**config.mk**
```make
export PLATFORM = sky130hd
export DESIGN_NAME = mem_stage
export DESIGN_NICKNAME = d
export VERILOG_FILES = /design/src/rtl/mem_stage_pkg.sv /design/src/rtl/mem_stage_load_extend.sv /design/src/rtl/mem_stage.sv
export SDC_FILE = /design/constraint.sdc
export NUM_CORES = 1
export LEC_CHECK = 0
export ABC_CLOCK_PERIOD_IN_PS = 3450
export CORE_MARGIN = 1
export CORE_UTILIZATION = 43
export CTS_BUF_LIST = sky130_fd_sc_hd__clkbuf_16
export DETAILED_ROUTE_END_ITERATION = 8
export GPL_TIMING_DRIVEN = 0
export PLACE_DENSITY = 0.88
export SLEW_MARGIN = 10
export SYNTH_ARGS = -nofsm -noshare
export SYNTH_HDL_FRONTEND = slang
export SYNTH_SLANG_ARGS = --single-unit
```
**constraint.sdc**
```tcl
create_clock -name clk -period 3.45 [get_ports clk]
set_input_delay 0.345 -clock clk [delete_from_list [all_inputs] [get_ports clk]]
set_output_delay 0.345 -clock clk [all_outputs]
set_load 0.03 [all_outputs]
```
**src/rtl/mem_stage_pkg.sv**
```systemverilog
// mem_stage_pkg: constants shared by the LoongArch MEM pipeline stage.
//   LOAD_OP_* : bit positions inside the one-hot load_op bus
//   DIV_OP_*  : bit positions inside the one-hot div_op bus
//   RESET_PC  : PC presented toward WB while the pipeline is in reset
package mem_stage_pkg;

    localparam int LOAD_OP_B  = 0;
    localparam int LOAD_OP_H  = 1;
    localparam int LOAD_OP_W  = 2;
    localparam int LOAD_OP_BU = 3;
    localparam int LOAD_OP_HU = 4;

    localparam int DIV_OP_DIV_W  = 0;
    localparam int DIV_OP_MOD_W  = 1;
    localparam int DIV_OP_DIV_WU = 2;
    localparam int DIV_OP_MOD_WU = 3;

    localparam logic [31:0] RESET_PC = 32'h1c00_0000;

endpackage

```
**src/rtl/mem_stage_load_extend.sv**
```systemverilog
// mem_stage_load_extend: load_extend unit of the MEM stage. Purely
// combinational byte/halfword/word select plus sign or zero extension.
//   rword   in  32  read word from the data SRAM (or its buffered copy)
//   load_op in  5   one-hot ld.b / ld.h / ld.w / ld.bu / ld.hu
//   offset  in  2   byte offset, low address bits (alignment not checked)
//   value   out 32  extended load value (0 when no load bit is set)
module mem_stage_load_extend
    import mem_stage_pkg::*;
(
    input  logic [31:0] rword,
    input  logic [4:0]  load_op,
    input  logic [1:0]  offset,
    output logic [31:0] value
);

    logic [7:0]  byte_sel;
    logic [15:0] half_sel;

    always_comb begin
        case (offset)
            2'd0:    byte_sel = rword[7:0];
            2'd1:    byte_sel = rword[15:8];
            2'd2:    byte_sel = rword[23:16];
            default: byte_sel = rword[31:24];
        endcase

        // Halfword select uses only offset[1]; a misaligned offset[0] is ignored.
        half_sel = offset[1] ? rword[31:16] : rword[15:0];

        // load_op is one-hot, so the terms can simply be OR-ed together.
        value = '0;
        if (load_op[LOAD_OP_B])  value |= {{24{byte_sel[7]}}, byte_sel};
        if (load_op[LOAD_OP_BU]) value |= {24'd0, byte_sel};
        if (load_op[LOAD_OP_H])  value |= {{16{half_sel[15]}}, half_sel};
        if (load_op[LOAD_OP_HU]) value |= {16'd0, half_sel};
        if (load_op[LOAD_OP_W])  value |= rword;
    end

endmodule

```
**src/rtl/mem_stage.sv**
```systemverilog
// mem_stage: memory-access stage between EX and WB.
// Consumes the EX bundle (held stable upstream) over in_valid/in_ready,
// picks up the data-SRAM read word, waits for the divider response on
// divide instructions, and registers the final value toward WB.
//   clk, rst                 clock, synchronous active-high reset
//   in_valid/in_ready        EX -> MEM handshake
//   out_valid/out_ready      MEM -> WB handshake (out_valid registered)
//   PC, ex_result, load_op, div_op, res_from_mem, res_from_div,
//   gr_we, dest              EX bundle fields
//   data_sram_rdata          read word, valid only in the first MEM cycle
//   from_div_resp_valid, to_div_resp_ready, div_quotient, div_remainder
//                            divider response channel
//   result                   combinational final value (bypass)
//   result_out, PC_out, gr_we_out, dest_out   registered WB bundle
module mem_stage #(
    parameter logic [31:0] RESET_PC = mem_stage_pkg::RESET_PC
) (
    input  logic        clk,
    input  logic        rst,
    input  logic        in_valid,
    output logic        in_ready,
    output logic        out_valid,
    input  logic        out_ready,
    input  logic [31:0] PC,
    input  logic [31:0] ex_result,
    input  logic [7:0]  load_op,
    input  logic [3:0]  div_op,
    input  logic        res_from_mem,
    input  logic        res_from_div,
    input  logic        gr_we,
    input  logic [4:0]  dest,
    input  logic [31:0] data_sram_rdata,
    input  logic        from_div_resp_valid,
    output logic        to_div_resp_ready,
    input  logic [31:0] div_quotient,
    input  logic [31:0] div_remainder,
    output logic [31:0] result,
    output logic [31:0] result_out,
    output logic [31:0] PC_out,
    output logic        gr_we_out,
    output logic [4:0]  dest_out
);

    import mem_stage_pkg::*;

    logic        out_valid_q,  out_valid_d;
    logic [31:0] result_out_q, result_out_d;
    logic [31:0] pc_out_q,     pc_out_d;
    logic        gr_we_out_q,  gr_we_out_d;
    logic [4:0]  dest_out_q,   dest_out_d;
    logic [31:0] rdata_buf_q,  rdata_buf_d;
    logic        first_q,      first_d;

    logic        ready_go;
    logic        advance;
    logic [31:0] rword;
    logic [31:0] load_val;
    logic [31:0] div_val;
    logic        unused_load_op_rsvd;

    assign unused_load_op_rsvd = ^load_op[7:5];

    assign ready_go          = ~in_valid | ~res_from_div | from_div_resp_valid;
    assign in_ready          = ~rst & (~in_valid | (ready_go & out_ready));
    assign advance           = in_valid & ready_go & out_ready;
    // The response is taken only in the cycle it is forwarded to WB, so
    // no holding register for quotient/remainder exists.
    assign to_div_resp_ready = ~rst & in_valid & res_from_div & out_ready;

    // The SRAM word is only valid in the first MEM cycle; later cycles of a
    // stalled load read the buffered copy.
    assign rword = first_q ? data_sram_rdata : rdata_buf_q;

    mem_stage_load_extend u_load_extend (
        .rword   (rword),
        .load_op (load_op[4:0]),
        .offset  (ex_result[1:0]),
        .value   (load_val)
    );

    assign div_val = ({32{div_op[DIV_OP_DIV_W] | div_op[DIV_OP_DIV_WU]}} & div_quotient)
                   | ({32{div_op[DIV_OP_MOD_W] | div_op[DIV_OP_MOD_WU]}} & div_remainder);

    assign result = res_from_mem ? load_val
                  : res_from_div ? div_val
                  : ex_result;

    always_comb begin
        out_valid_d  = out_valid_q;
        result_out_d = result_out_q;
        pc_out_d     = pc_out_q;
        gr_we_out_d  = gr_we_out_q;
        dest_out_d   = dest_out_q;

        // Whenever the stage is empty or advancing, whatever EX presents
        // next cycle is a fresh instruction with its SRAM word on the bus.
        first_d     = in_ready;
        rdata_buf_d = first_q ? data_sram_rdata : rdata_buf_q;

        if (out_ready) begin
            out_valid_d = in_valid & ready_go;
        end

        if (advance) begin
            result_out_d = result;
            pc_out_d     = PC;
            gr_we_out_d  = gr_we;
            dest_out_d   = dest;
        end
    end

    always_ff @(posedge clk) begin
        if (rst) begin
            out_valid_q  <= 1'b0;
            result_out_q <= '0;
            pc_out_q     <= RESET_PC;
            gr_we_out_q  <= 1'b0;
            dest_out_q   <= '0;
            rdata_buf_q  <= '0;
            first_q      <= 1'b0;
        end else begin
            out_valid_q  <= out_valid_d;
            result_out_q <= result_out_d;
            pc_out_q     <= pc_out_d;
            gr_we_out_q  <= gr_we_out_d;
            dest_out_q   <= dest_out_d;
            rdata_buf_q  <= rdata_buf_d;
            first_q      <= first_d;
        end
    end

    assign out_valid  = out_valid_q;
    assign result_out = result_out_q;
    assign PC_out     = pc_out_q;
    assign gr_we_out  = gr_we_out_q;
    assign dest_out   = dest_out_q;

endmodule

```
# ---- Word level (Yosys, flattened, before mapping)
# Cells that the tools add are included.
dict set report totals {
  ff_bits 104
  mem_bits_rw 0
  output_inout_bits 105
  elab_cells 42
  latch_bits 0
  romBits 0
  n_memories 0
}
dict set report op_classes {
  n_reduce_logical 1
  n_shift 0
  n_mux 10
  n_mul 0
  n_lt_le_gt_ge 0
  eq_ne 2
  bitwise_logic 22
  add_sub_neg 0
  div 0
}
# op count
set ops {}
lappend ops {{two-way mux 32 bit} 8}
lappend ops {{bitwise OR 32 bit} 3}
lappend ops {{bitwise AND 32 bit} 2}
lappend ops {{bitwise OR 32 x 16 -> 32 bit} 1}
lappend ops {{bitwise OR 32 x 8 -> 32 bit} 1}
lappend ops {{one-hot mux 8 bit (3 select lines)} 1}
lappend ops {{two-way mux 16 bit} 1}
lappend ops {{bitwise AND 1 bit} 7}
lappend ops {{bitwise OR 1 bit} 5}
lappend ops {{inverter 1 bit} 3}
lappend ops {{equality test 2 x 1 -> 1 bit, second input constant} 1}
lappend ops {{equality test 2 bit, second input constant} 1}
lappend ops {{logical NOT 2 bit} 1}

# ---- Logic depth before layout (Yosys ltp)
dict set report depth {
  ltp_word 12
  ltp_mapped 8
}

# ---- By module
# From an unflattened synthesis, not the netlist that was laid out.
dict set report hier_totals {
  cells_unflattened 714
  area_unflattened_um2 5779.3
}
# module area_each_um2 instances cells_per_inst
set modules_own_cells {}
lappend modules_own_cells {mem_stage 5177.5 1 618}
lappend modules_own_cells {mem_stage_load_extend 601.8 1 96}

# ---- Worst setup path before layout
# Ideal clock, no wire load.
dict set report synth_timing {
  path_type {reg2out}
  startpoint {reg first_q}
  endpoint {out result[2]}
  path_stages_with_launch 7
  t_arrival_ns 1.713
  t_required_ns 3.105
  slack_ns 1.392
  path_cell_list {dfxtp_1 buf_6 buf_4 buf_4 mux2i_1 nand3b_1 a41oi_1}
}
dict set report synth_between {
  elab_chain_len 12
}
# item line_no
set synth_lines {}
lappend synth_lines {{start, declared} mem_stage.sv:52} ;# logic first_q, first_d;
lappend synth_lines {{start signal, assigned} mem_stage.sv:128} ;# first_q <= first_d;
lappend synth_lines {{two-way mux 32 bit *} -}
lappend synth_lines {{one-hot mux 8 bit (3 select lines)} mem_stage_load_extend.sv:20} ;# case (offset)
lappend synth_lines {{two-way mux 32 bit} mem_stage_load_extend.sv:32} ;# if (load_op[LOAD_OP_B]) value |= {{24{byte_sel[7]}}, byte_sel};
lappend synth_lines {{bitwise OR 32 x 8 -> 32 bit} mem_stage_load_extend.sv:33} ;# if (load_op[LOAD_OP_BU]) value |= {24'd0, byte_sel};
lappend synth_lines {{two-way mux 32 bit} mem_stage_load_extend.sv:33}
lappend synth_lines {{bitwise OR 32 bit} mem_stage_load_extend.sv:34} ;# if (load_op[LOAD_OP_H]) value |= {{16{half_sel[15]}}, half_sel};
lappend synth_lines {{two-way mux 32 bit} mem_stage_load_extend.sv:34}
lappend synth_lines {{bitwise OR 32 x 16 -> 32 bit} mem_stage_load_extend.sv:35} ;# if (load_op[LOAD_OP_HU]) value |= {16'd0, half_sel};
lappend synth_lines {{two-way mux 32 bit} mem_stage_load_extend.sv:35}
lappend synth_lines {{bitwise OR 32 bit} mem_stage_load_extend.sv:36} ;# if (load_op[LOAD_OP_W]) value |= rword;
lappend synth_lines {{two-way mux 32 bit *} mem_stage_load_extend.sv:36}
lappend synth_lines {{two-way mux 32 bit *} mem_stage.sv:84} ;# assign result = res_from_mem ? load_val
lappend synth_lines {{end, declared} mem_stage.sv:37} ;# output logic [31:0] result,
# Every way passes the cells marked *; elsewhere a longest branch is shown, timed or not.

# ---- Worst setup path after layout
dict set report layout_timing {
  startpoint {in ex_result[1]}
  endpoint {out result[25]}
}
dict set report layout_between {
  elab_chain_len 12
}
# item line_no
set layout_lines {}
lappend layout_lines {{start, declared} mem_stage.sv:25} ;# input logic [31:0] ex_result,
lappend layout_lines {{equality test 2 bit (tied with other cells)} mem_stage_load_extend.sv:20}
lappend layout_lines {{one-hot mux 8 bit (3 select lines)} mem_stage_load_extend.sv:20}
lappend layout_lines {{two-way mux 32 bit} mem_stage_load_extend.sv:32}
lappend layout_lines {{bitwise OR 32 x 8 -> 32 bit} mem_stage_load_extend.sv:33}
lappend layout_lines {{two-way mux 32 bit} mem_stage_load_extend.sv:33}
lappend layout_lines {{bitwise OR 32 bit} mem_stage_load_extend.sv:34}
lappend layout_lines {{two-way mux 32 bit *} mem_stage_load_extend.sv:34}
lappend layout_lines {{bitwise OR 32 x 16 -> 32 bit} mem_stage_load_extend.sv:35}
lappend layout_lines {{two-way mux 32 bit *} mem_stage_load_extend.sv:35}
lappend layout_lines {{bitwise OR 32 bit} mem_stage_load_extend.sv:36}
lappend layout_lines {{two-way mux 32 bit *} mem_stage_load_extend.sv:36}
lappend layout_lines {{two-way mux 32 bit *} mem_stage.sv:84}
# Marks and branches as above.

==> results.toml <==
[outcome]
status = "finished clean"

[setup_path]
r2r_end = "result_out[8]$_SDFFE_PP0P_"
path_depth = 8
cp_slowest_cell = "clkdlybuf4s50_1"
crit_buf_inv = 3
reg2reg_slack_ns = 1.42
max_stage_delay_ns = 0.62
crit_family = "buffers and inverters"
crit_fanout = 10
reg2reg_depth = 6
timing.rr.start = "first_q$_SDFF_PP0_"
start_kind = "input port"
critPathCapture = "result[25]"
cp-end-kind = "output pin"
cpMostUsedCell = "clkdlybuf4s50_1"
cp_data_arrival_time_ns = 2.94
crit_required_ns = 3.11
critPathKind = "input port to output pin"
cp-startpoint = "ex_result[1]"
worstPathCellList = "clkdlybuf4s50_1 -> mux4_1 -> nor2_2 -> o21ai_4 -> buf_6 -> o21ai_1 -> nand2_1 -> clkdlybuf4s50_1"

[timing]
grt_setup_unrepaired = "false"
report.final.slew_viol_count = 0
fmax_mhz = 304.0
hold_violations = 0
fin_worst_skew_ns = 0.004562
fin_crit_sh_pct = 95.36
hold_slack_ns = 0.4528
period_needed_ns = 3.290
max_slew_margin_pct = 50.21
finalSetupViolCount = 0
tightest_slew_ns = 0.7469

[synth]
yosysWarnings = 0
ys.flop_type = "dfxtp_1"
synth_nets = 795
synth_area_um2 = 5343
seq_area_frac_synth_pct = 38.97
synth_common_cells = "nand2_1 (111), dfxtp_1 (104), a21oi_1 (51)"
post-synth-top-count-cell = "nand2_1"
yosys_register_bits = 104
synth_edf_count = 0
syn_area_per_cell_um2 = 8.758
yosysTopAreaCell = "dfxtp_1"
ys_top_cells_by_area = "dfxtp_1 (39%), nand2_1 (7.8%), a22o_1 (6.4%), mux2_2 (5.5%), nor2b_1 (5.3%)"
async_reset_ff_share_pct = 0
synth_top_area_share_pct = 38.97
synth.distinct_cells = 43
synthCells = 610

[global_route]
grt_overflow = 0
grt_pass1_vias = 5892
grtUsageTotal_pct = 32.27
gr-max-usage-layer = "met2"
use_met1_pct = 39.29
gr-usage-met3_pct = 7.758
grt_max_degree = 17
grt.met2_usage_pct = 54.35
antenna_found_initial = 0
grt_pass1_wl_um = 31550

[routing]
drtAntennaViolNets = 0
num_vias = 5937
first_pass_iters = 5
viasPerCell = 5.502
routed_wl_um = 20910
wl_per_cell_um = 19.38
drt_iter0_markers = 448
drcViolationCount = 0

[cts]
clockBufferDepth = 2
tritoncts = "done"
cts_hold_buf = 0
htreeDepth = 3
numCtsBuffers = 9
clkLatencyLatePin_ns = 0.35
cts.clk_slew.worst_paths_ns = 0.07
cts-root-buf = "clkbuf_16"
cts.sinks = 104

[finish]
stdcell_area_um2 = 8710
drive_above_1_share_pct = 8.672
area_delta_synth_final_pct = 63.02
fin_nets = 1091
num_antenna_cells = 0

[floorplanning]
num_rows = 40
core_um2 = 12060
die_w_um = 113.5
die_area_um2 = 12870
boundaryPins = 290
start_util_pct = 44.29
die_y_um = 113.5

[placed_design]
globalplace.congestion = 0.9506
placed_area_um2 = 8406
io_buffers = 285
hpwl_um = 16370

[power_and_ir_drop]
peakVddDrop_mv = 0.2872
leakagePower_nw = 3.266
cellPowerDensity_nw_per_um2 = 391.3
p_total_w = 0.003408

[run]
maxCapViolations = 0

[min_path]
min_path_type = "flop to flop"
-- power by group --
part	switching (W)	leakage, nW	internal [W]
clock	0.000456	0.142	0.000557
sequential	0.0000321	0.851	0.00127
combinational	0.000566	2.27	0.000531
total	0.00105	3.27	0.00235
-- worst min-delay path by stage --
stage,to,depth (start not counted),from
6_report,PC_out[20]$_SDFFE_PP0P_,2,PC_out[20]$_SDFFE_PP0P_
5_1_grt,PC_out[19]$_SDFFE_PP0P_,2,PC_out[19]$_SDFFE_PP0P_
4_1_cts,PC_out[20]$_SDFFE_PP0P_,2,PC_out[20]$_SDFFE_PP0P_
3_5_place_dp,result_out[0]$_SDFFE_PP0P_,2,result_out[0]$_SDFFE_PP0P_
3_3_place_gp,result_out[0]$_SDFFE_PP0P_,2,result_out[0]$_SDFFE_PP0P_
2_1_floorplan,first_q$_SDFF_PP0_,1,in_valid
-- layout by cell type (no fill, tap or decap), types with 3 or more instances in the layout --
cell type,count
clkdlybuf4s50_1,284
nand2_1,111
dfxtp_1,104
a21oi_1,51
nor2b_1,45
a22o_1,39
clkbuf_1,38
nor2_1,37
mux2_2,26
a22oi_1,26
a211oi_1,13
o22a_1,11
clkbuf_16,9
mux2i_1,8
a31oi_2,8
mux4_2,7
clkbuf_2,7
o21ai_0,7
a211o_1,6
a311oi_1,6
o21ai_1,5
nand3b_1,5
buf_4,4
a32oi_1,4
a31oi_1,4
buf_6,3
mux4_1,3
buf_2,3
nand2b_1,3
buf_1,3
-- state kept, by name, summed over array words and instances, names as in the netlist --
signal       cells
PC_out          32
dest_out         5
first_q          1
gr_we_out        1
out_valid        1
rdata_buf_q     32
result_out      32
-- worst min-delay path, delay by kind of cell, from the launching register on --
kind / cells / cell delay (ns)
AOI/OAI and AO/OA: 1 / 0.05
DFF: 1 / 0.31
and+or+nand+nor: 1 / 0.05
-- metrics by stage --
stage / setup TNS [ns] / util, % / std cells / worst slack [ns]
2_1_floorplan: 0 / - / 610 / 1.392
3_3_place_gp: -0.05341 / 69.69 / 1063 / -0.05341
3_5_place_dp: -0.08561 / 69.69 / 1063 / -0.08432
4_1_cts: 0 / 72.10 / 1079 / 0.02523
5_1_grt: 0 / 72.21 / 1079 / 0.001647
6_report: 0 / 72.21 / 1079 / 0.1600
-- layer usage --
layer,up-vias,wire length [um]
li1,2792,-
met2,327,9990
met3,53,1720
met1,2765,8441
met5,-,0
met4,0,761
-- cell families after synthesis --
group | count (synthesis) | synth area share (%)
and+or+nand+nor | 212 | 18.06
AOI/OAI and AO/OA | 190 | 26.37
DFF | 104 | 38.97
buffers and inverters | 59 | 4.918
muxes | 45 | 11.69
-- area by class of cell --
class	instances	area (um^2)
Sequential cell	104	2082
Timing Repair Buffer	285	2855
Multi-Input combinational cell	447	3003
Fill cell	941	3352
Clock inverter	7	62.56
Inverter	1	3.754
Tap cell	168	210.2
Clock buffer	9	225.2
Buffer	58	267.8
-- what timing repair did --
action                                  CTS  global route
hold endpoints to repair                  0             0
gates resized for setup                   2            17
endpoints found under the setup margin    2            12
setup buffers                             0             0
(Power assumes the default switching activity.)
